[src/rtl/rgb_pkg.sv]
// Shared word-format constants and types for the RGB pixel FIFO path.
// Producers and consumers of FIFO words both build and decode them from here.
package rgb_pkg;

    localparam int WORD_W   = 32;
    localparam int PIX_BITS = 24;

    localparam int bnum_valid        = 31;
    localparam int bnum_stream_reset = 30;

    localparam int g_first = 23;
    localparam int g_last  = 16;
    localparam int r_first = 15;
    localparam int r_last  = 8;
    localparam int b_first = 7;
    localparam int b_last  = 0;

    localparam logic [WORD_W-1:0] PIXEL_HDR  = WORD_W'(1) << bnum_valid;
    localparam logic [WORD_W-1:0] RESET_WORD = (WORD_W'(1) << bnum_valid)
                                             | (WORD_W'(1) << bnum_stream_reset);

    typedef enum logic {
        SYNC,
        RUN
    } fill_state_t;

    function automatic logic [WORD_W-1:0] pixel_word(input logic [PIX_BITS-1:0] grb);
        return PIXEL_HDR | {{(WORD_W-PIX_BITS){1'b0}}, grb};
    endfunction

endpackage

[src/rtl/rgb_pix_shift.sv]
// Serial-to-parallel GRB pixel accumulator with bit counter.
// word presents the pixel as it stands once the current sbit is included.
module rgb_pix_shift
    import rgb_pkg::*;
(
    input  logic                clk,
    input  logic                rst,
    input  logic                shift_en,
    input  logic                clear,
    input  logic                sbit,
    output logic [PIX_BITS-1:0] word,
    output logic                last_bit,
    output logic                pending
);

    localparam int CNT_W = $clog2(PIX_BITS);

    // Only 23 bits ever need storing: the 24th arrives in the cycle the word is taken.
    logic [PIX_BITS-2:0] shift_reg;
    logic [CNT_W-1:0]    bit_cnt;

    assign word     = {shift_reg, sbit};
    assign last_bit = (bit_cnt == CNT_W'(PIX_BITS - 1));
    assign pending  = (bit_cnt != '0);

    // NOTE: sequential state uses non-blocking assignments so every register
    // samples the pre-edge values regardless of statement order.
    always_ff @(posedge clk or negedge rst) begin
        if (!rst) begin
            shift_reg <= '0;
            bit_cnt   <= '0;
        end else if (clear) begin
            shift_reg <= '0;
            bit_cnt   <= '0;
        end else if (shift_en) begin
            shift_reg <= word[PIX_BITS-2:0];
            bit_cnt   <= bit_cnt + CNT_W'(1);
        end
    end

endmodule

[src/rtl/rgb_fifo_fill.sv]
// Write-side controller for the RGBW pixel FIFO: packs decoded bits into GRB
// words, inserts stream-reset markers and drops words while the FIFO is full.
module rgb_fifo_fill
    import rgb_pkg::*;
#(
    parameter int PIXELS_MAX = 1023,
    parameter int PCNT_W     = $clog2(PIXELS_MAX + 1)
) (
    input  logic              clk,
    input  logic              rst,
    input  logic              in_strobe,
    input  logic              in_stream_reset,
    input  logic              in_sbit_value,
    input  logic              in_wr_fifo_full,
    output logic              out_wr_fifo_en,
    output logic [WORD_W-1:0] out_wr_fifo_data,
    output logic              out_overflow,
    output logic              out_short_pixel,
    output logic [PCNT_W-1:0] out_frame_pixels
);

    fill_state_t       state;
    logic              strobe_d;
    logic              last_was_reset;
    logic [PCNT_W-1:0] pix_cnt;

    logic                evt;
    logic                bit_evt;
    logic                rst_evt;
    logic                running;
    logic                shift_en;
    logic                shift_clear;
    logic [PIX_BITS-1:0] grb;
    logic                last_bit;
    logic                pending;

    logic              want_write;
    logic              wr_is_reset;
    logic [WORD_W-1:0] wr_word;

    // Only the first cycle of a strobe counts, however long it is held.
    assign evt     = in_strobe & ~strobe_d;
    assign bit_evt = evt & ~in_stream_reset;
    assign rst_evt = evt &  in_stream_reset;
    assign running = (state == RUN);

    assign shift_en    = bit_evt & running & ~last_bit;
    assign shift_clear = running & (rst_evt | (bit_evt & last_bit));

    rgb_pix_shift u_pix_shift (
        .clk      (clk),
        .rst      (rst),
        .shift_en (shift_en),
        .clear    (shift_clear),
        .sbit     (in_sbit_value),
        .word     (grb),
        .last_bit (last_bit),
        .pending  (pending)
    );

    // NOTE: every output of this block gets a default first, so no path can
    // leave one unassigned and infer a latch.
    always_comb begin
        want_write  = 1'b0;
        wr_is_reset = 1'b0;
        wr_word     = pixel_word(grb);
        if (rst_evt && (!running || !last_was_reset)) begin
            want_write  = 1'b1;
            wr_is_reset = 1'b1;
            wr_word     = RESET_WORD;
        end else if (bit_evt && running && last_bit) begin
            want_write = 1'b1;
        end
    end

    always_ff @(posedge clk or negedge rst) begin
        if (!rst) begin
            state            <= SYNC;
            strobe_d         <= 1'b0;
            last_was_reset   <= 1'b0;
            pix_cnt          <= '0;
            out_wr_fifo_en   <= 1'b0;
            out_wr_fifo_data <= '0;
            out_overflow     <= 1'b0;
            out_short_pixel  <= 1'b0;
            out_frame_pixels <= '0;
        end else begin
            strobe_d       <= in_strobe;
            out_wr_fifo_en <= 1'b0;

            // A dropped word leaves last_was_reset alone: it tracks words actually written.
            if (want_write) begin
                if (in_wr_fifo_full) begin
                    out_overflow <= 1'b1;
                end else begin
                    out_wr_fifo_en   <= 1'b1;
                    out_wr_fifo_data <= wr_word;
                    last_was_reset   <= wr_is_reset;
                    if (!wr_is_reset && pix_cnt != PCNT_W'(PIXELS_MAX))
                        pix_cnt <= pix_cnt + PCNT_W'(1);
                end
            end

            if (rst_evt) begin
                state <= RUN;
                if (running) begin
                    if (pending)
                        out_short_pixel <= 1'b1;
                    out_frame_pixels <= pix_cnt;
                    pix_cnt          <= '0;
                end
            end
        end
    end

endmodule

[config.mk]
export PLATFORM = sky130hd
export DESIGN_NAME = rgb_fifo_fill
export DESIGN_NICKNAME = d
export VERILOG_FILES = /design/src/rtl/rgb_pkg.sv /design/src/rtl/rgb_pix_shift.sv /design/src/rtl/rgb_fifo_fill.sv
export SDC_FILE = /design/constraint.sdc
export NUM_CORES = 1
export LEC_CHECK = 0
export CORE_MARGIN = 5
export CORE_UTILIZATION = 30
export DETAILED_ROUTE_END_ITERATION = 16
export SLEW_MARGIN = 20
export SYNTH_ARGS = -nofsm -noshare
export SYNTH_HDL_FRONTEND = slang
export SYNTH_SLANG_ARGS = --single-unit
[constraint.sdc]
create_clock -name clk -period 1.95 [get_ports clk]
set_clock_uncertainty 0.15 [all_clocks]
set_input_delay 0.585 -clock clk [delete_from_list [all_inputs] [get_ports clk]]
set_output_delay 0.585 -clock clk [all_outputs]
set_load 0.01 [all_outputs]
==> results.toml, run 1 <==
[status]
run_status = "complete, but fails checks"
failed_checks = "negative setup slack"

[cts]
clk_latency_ns = 0.35
cts_inserted_buffers = 9
cts_htree_levels = 3
cts.path.max_buffers = 2
cts_tree = "yes"
worst_setup_hold_path_clk_slew_ns = 0.08
ctsRootBufferMaster = "clkbuf_8"
cts_hold_repair.buffers = 0
clock_sinks = 79

[synth]
synthesis.area_um2 = 3190
synthesized_netlist_cell_count = 271
synth.ff_latch_count = 79
synth_ff_type = "dfrtp_1"
seq_area_frac_synth = 0.619
avgSynthCellArea_um2 = 11.8
ys.warnings.count = 0
synth-edff-count = 0
ys_async_sr_fraction = 1.00
netlist-cell-type-count = 38

[place]
dp_hpwl_um = 4620
place_worst_setup_slack_ns = -0.565
gpl.final_weighted_congestion = 0.798
place.port_buffers = 44
placement.cell_area_um2 = 4030

[sta]
max_freq_mhz = 508
setup_viol = 1
worst_tran_pin_value_ns = 0.590
max_slew_violation_count = 0
hold_viol_final = 0
setup_repair_after_global_routing_missed_its_margin = "yes"
final_min_period_over_clock_period = 1.01
worst_slew_margin_relative_to_its_limit = 0.601
setup_slack_ns = -0.0185
period_needed_ns = 1.97

[worst_setup_path]
start_kind = "primary input"
worstPathArrival_ns = 2.10
worst-path-max-fanout = 5
critPathLaunch = "in_wr_fifo_full"
criticalPathCategory = "primary input to register"
worstSetupEndpointType = "register"
worstPathRequired_ns = 2.08
ff_to_ff_start = "strobe_d"

[global_routing]
maximum_number_of_pins_on_one_net_before_global_route_repair = 80
grt_pass1_wl_um = 11800
global_route.usage.total = 0.115
grt_antenna_before_repair = 0
first_global_vias = 2398
overflow = 0

[final_layout]
antenna_cells = 0
final_nets = 355
syn_to_final_growth_pct = 32.5
seq_area_um2 = 1980
design_area_um2 = 4230
multiInputGateArea_um2 = 1180
drive_gt1_frac = 0.198
largest_reg_flops = 26
filler_cell_count = 1057

[drt]
route.detailed.wl_per_inst_um = 14.4
wirelength_um = 7010
antenna_violating_nets_post_route = 0
via_count = 2367
detail_route.drc_violations = 0
viasPerCell = 4.88
drt-pass1-iter-count = 4
drt-initial-drc-count = 115

[floorplan]
initial_utilization = 0.308
dieHeight_um = 113
die_area_um2 = 12800
io_pins = 51
die_w_um = 113
placementRows = 37
core_area_um2 = 10400

[flow_run]
maxCapViolations = 0

[hold_path]
min-delay-path-class = "primary input to asynchronous set/reset pin"

[power]
power.static_leakage_nw = 2.16
max-vdd-ir-drop_mv = 0.308
power.density_cell_area_nw_per_um2 = 710
-- stage by stage --
step	TNS (ns)	instances	hold WS [ns]	power (mW)	util
after floorplan	-0.456	276	0.139	1.89	-
after global placement	-28.41	466	0.303	2.03	0.389
after detailed placement	-29.78	466	0.310	2.04	0.389
after CTS	-0.000659	485	0.112	3.05	0.403
after global routing	-0.365	485	0.134	3.15	0.408
final	-0.0185	485	0.0703	3.00	0.408
-- Yosys cell counts (5+ instances only) --
cell type | number | share of area
a21oi_1 | 7 | 0.011
dfrtp_1 | 79 | 0.62
clkbuf_1 | 11 | 0.013
or3_1 | 6 | 0.012
inv_1 | 7 | 0.0082
a22o_1 | 49 | 0.13
nor4_1 | 5 | 0.0098
nand2_1 | 40 | 0.047
o21ai_0 | 5 | 0.0078
buf_4 | 7 | 0.016
-- worst paths after layout --
| path | endpoint | slack (ns) | depth (start not counted) |
|---|---|---|---|
| max reg2reg | pix_cnt[0] | 0.01 | 4 |
| min in group clk | out_overflow | 0.31 | 1 |
| min | out_frame_pixels[5] | 0.07 | 2 |
| max in group asynchronous | running | 1.20 | 2 |
| max | pix_cnt[0] | -0.02 | 4 |
| min reg2reg | out_overflow | 0.31 | 1 |
-- layout make-up --
type	count	area share
well taps	136	0.0402
repair buffers	82	0.172
multi-input cells	167	0.279
inverters	7	0.00621
clock buffers	12	0.0319
clock inverters	2	0.00237
flip-flops and latches	79	0.467
-- layer usage --
metal	GRT usage	wire length [um]	vias to the layer above
met5	0	0	-
met4	0.0513	140	0
met3	0.0273	291	11
met2	0.184	3290	45
met1	0.147	3290	1173
li1	-	-	1138
-- report_power, final --
| group | leakage, nW | switching (mW) | internal (mW) |
|---|---|---|---|
| Sequential | 1.07 | 0.0406 | 1.68 |
| Clock | 0.0761 | 0.548 | 0.446 |
| Combinational | 1.02 | 0.152 | 0.134 |
| Total | 2.16 | 0.741 | 2.26 |
-- timing repair --
action	CTS	global route
gates resized for setup	42	15
buffers inserted	5	0
cloned	0	0
endpoints found under the setup margin	77	35
pin swaps	9	0
-- layout by cell type (no fill, tap or decap), drive strengths merged, types with 2 or more instances in the layout --
cell           instances
dlygate4sd2           40
clkbuf                12
buf                   39
a22o                  49
nor4                   5
conb                   6
o21bai                 2
or4                    3
a21oi                  7
ha                     3
nand4                  2
a31oi                  2
or3                    6
dfrtp                 79
o21ai                  5
mux2i                  2
clkdlybuf4s50          2
nand3                  4
clkinv                 2
o311ai                 2
nand2b                 4
nor2                   4
inv                    7
nand2                 40
nand3b                 2
nor3                   4
nand4b                 3
-- critical path: stages --
cell             delay [ns]
clkdlybuf4s50_1        0.46
or4_4                  0.54
or3_1                  0.40
a21oi_2                0.11
-- cells by family after synthesis --
group,synth area share
AO/OA/AOI/OAI,0.185
AND/OR/NAND/NOR,0.128
adder cells (fa/ha/maj),0.0118
flip-flops,0.619
buffers and inverters,0.0447
multiplexers,0.00980
other,0.00117
Power figures use the tool's default switching activity.
==> run 2: changes to the inputs <==
--- a/config.mk
+++ b/config.mk
@@ -5,9 +5,13 @@
 export SDC_FILE = /design/constraint.sdc
 export NUM_CORES = 1
 export LEC_CHECK = 0
+export CAP_MARGIN = 5
+export CELL_PAD_IN_SITES_DETAIL_PLACEMENT = 1
+export CELL_PAD_IN_SITES_GLOBAL_PLACEMENT = 1
 export CORE_MARGIN = 5
 export CORE_UTILIZATION = 30
 export DETAILED_ROUTE_END_ITERATION = 16
+export PLACE_DENSITY_LB_ADDON = 0.1
 export SLEW_MARGIN = 20
 export SYNTH_ARGS = -nofsm -noshare
 export SYNTH_HDL_FRONTEND = slang
==> run 2 against run 1 <==
  * The flow still finishes with violations (negative setup slack)
  * Non-clock buffer count up 8
  * Via count grew 5.1%
  * Clock-buffer cell count decreased by 1
  * Wire length grew 21%
  * Global-route usage grew 1.9 points
  * Combinational power rose by 3%
  * Sequential share of layout area decreased by 1.7 points
  * First-iteration DRC count increased by 6.1%
  * Critical path depth rose by 2
  * Critical path type unchanged
==> results.toml, run 2 (synthesis results as in run 1) <==
[status]
run_status = "complete, but fails checks"
failed_checks = "negative setup slack"

[place]
total_instance_count_after_detailed_placement = 473
dp_hpwl_um = 5150
place.port_buffers = 44
gpl.final_weighted_congestion = 0.748
place_worst_setup_slack_ns = -0.608
placement.cell_area_um2 = 4080

[global_routing]
maximum_number_of_pins_on_one_net_before_global_route_repair = 80
grt_pass1_wl_um = 13600
overflow = 0
grt_util_met2 = 0.216
gr-usage-met1 = 0.172
grt_antenna_before_repair = 0
top_usage_layer = "met2"
global_route.usage.total = 0.133
first_global_vias = 2636
grt_use_met3 = 0.0353

[sta]
hold-worst-slack_ns = 0.0974
setup_slack_ns = -0.0991
period_needed_ns = 2.05
setup_total_negative_slack_ns = -1.43
final_min_period_over_clock_period = 1.05
worst_slew_margin_relative_to_its_limit = 0.636
setup_viol = 30
hold_viol_final = 0
worst_tran_pin_value_ns = 0.539
max_slew_violation_count = 0
setup_repair_after_global_routing_missed_its_margin = "yes"
max_freq_mhz = 488

[worst_setup_path]
worst_setup_path_endpoint = "pix_cnt[2]"
timing.reg2reg.worst_path_depth = 5
criticalPathCategory = "primary input to register"
regToRegEndpoint = "pix_cnt[5]"
start_kind = "primary input"
worst-path-max-fanout = 8
worstPathRequired_ns = 2.04
ff_to_ff_start = "u_pix_shift.bit_cnt[1]"
worst-r2r-setup-slack_ns = -0.07
worstPathArrival_ns = 2.14
critPathLaunch = "in_wr_fifo_full"
worstSetupEndpointType = "register"

[cts]
cts_htree_levels = 3
cts_inserted_buffers = 9
ctsRootBufferMaster = "clkbuf_8"
cts_tree = "yes"
worst_setup_hold_path_clk_slew_ns = 0.08
clock_sinks = 79
cts.path.max_buffers = 2
cts_hold_repair.buffers = 0
clk_latency_ns = 0.35

[drt]
wirelength_um = 8490
antenna_violating_nets_post_route = 0
via_count = 2487
drt-pass1-iter-count = 4
drt-initial-drc-count = 122
detail_route.drc_violations = 0
route.detailed.wl_per_inst_um = 17.2
viasPerCell = 5.02

[final_layout]
commonest_cells_after_routing_fill_and_taps_aside = "dfrtp_1 (79), a22o_1 (49), dlygate4sd2_1 (41)"
post_layout_cell_count = 495
final_common_cell = "dfrtp_1"
antenna_cells = 0
design_area_um2 = 4390
finalCoreUtilization = 0.423
final_nets = 363
syn_to_final_growth_pct = 37.5
drive_gt1_frac = 0.223
largest_reg_flops = 26

[floorplan]
core_area_um2 = 10400
placementRows = 37
initial_utilization = 0.308
die_w_um = 113
io_pins = 51
dieHeight_um = 113
die_area_um2 = 12800

[power]
max-vdd-ir-drop_mv = 0.486
pwr-share-comb = 0.090
switching_share = 0.254
power.static_leakage_nw = 2.25
power.internal_mw = 2.46
power.density_cell_area_nw_per_um2 = 751
seqPwrFrac = 0.523
power.clock.fraction = 0.387
post-layout-total-power_mw = 3.30
total_switching_power_mw = 0.838

[hold_path]
min-delay-path-class = "primary input to asynchronous set/reset pin"

[flow_run]
maxCapViolations = 0
[run 2: cell count changes in the layout (fill, tap and decap cells not counted), moves of 2 or more]
| cell | delta |
|---|---|
| buf_4 | +6 |
| clkbuf_1 | -2 |
| clkbuf_16 | +2 |
| clkinv_2 | -2 |
| inv_6 | +2 |
| nor3_2 | -2 |
| o21ai_0 | +2 |
[run 2: final cells by class]
| cell class | instances | area, um^2 |
|---|---|---|
| Inverter | 7 | 26.3 |
| Tap cell | 136 | 170 |
| Sequential cell | 79 | 1980 |
| Multi-Input combinational cell | 167 | 1190 |
| Fill cell | 1130 | 5980 |
| Clock buffer | 11 | 141 |
| Clock inverter | 5 | 63.8 |
| Timing Repair Buffer | 90 | 825 |
[run 2: how the worst min path moves through the flow]
stage                                to  slack [ns]  cells past startpoint
finish                       pix_cnt[0]         0.1                      2
global route                 pix_cnt[6]        0.12                      2
CTS                 out_frame_pixels[4]        0.10                      2
detailed placement         out_overflow        0.30                      1
global placement           out_overflow        0.30                      1
floorplan           out_frame_pixels[0]        0.14                      0
[run 2: worst max-delay path, cell delays in order]
cell,delay (ns)
clkdlybuf4s50_1,0.49
buf_4,0.19
nor4_2,0.30
buf_4,0.26
a31oi_1,0.11
a41o_1,0.21
[run 2: what timing repair did]
action	CTS	global route
endpoints found under the hold margin	0	0
setup endpoints to repair	77	36
setup buffers	1	2
resized for setup	46	8
cloned	0	3
pin swaps	4	4
[run 2: layer usage]
metal	routed length, um	up-vias
met5	0	-
met4	193	0
met3	335	13
met2	4100	54
met1	3860	1274
li1	-	1146
[run 2: power by group through the flow]
| stage | clock network [mW] | registers, mW | logic [mW] |
|---|---|---|---|
| detailed placement | 0 | 1.76 | 0.300 |
| global placement | 0 | 1.76 | 0.296 |
| global route | 1.41 | 1.73 | 0.335 |
| floorplan | 0 | 1.76 | 0.131 |
| finish | 1.28 | 1.72 | 0.296 |
| CTS | 1.33 | 1.73 | 0.296 |
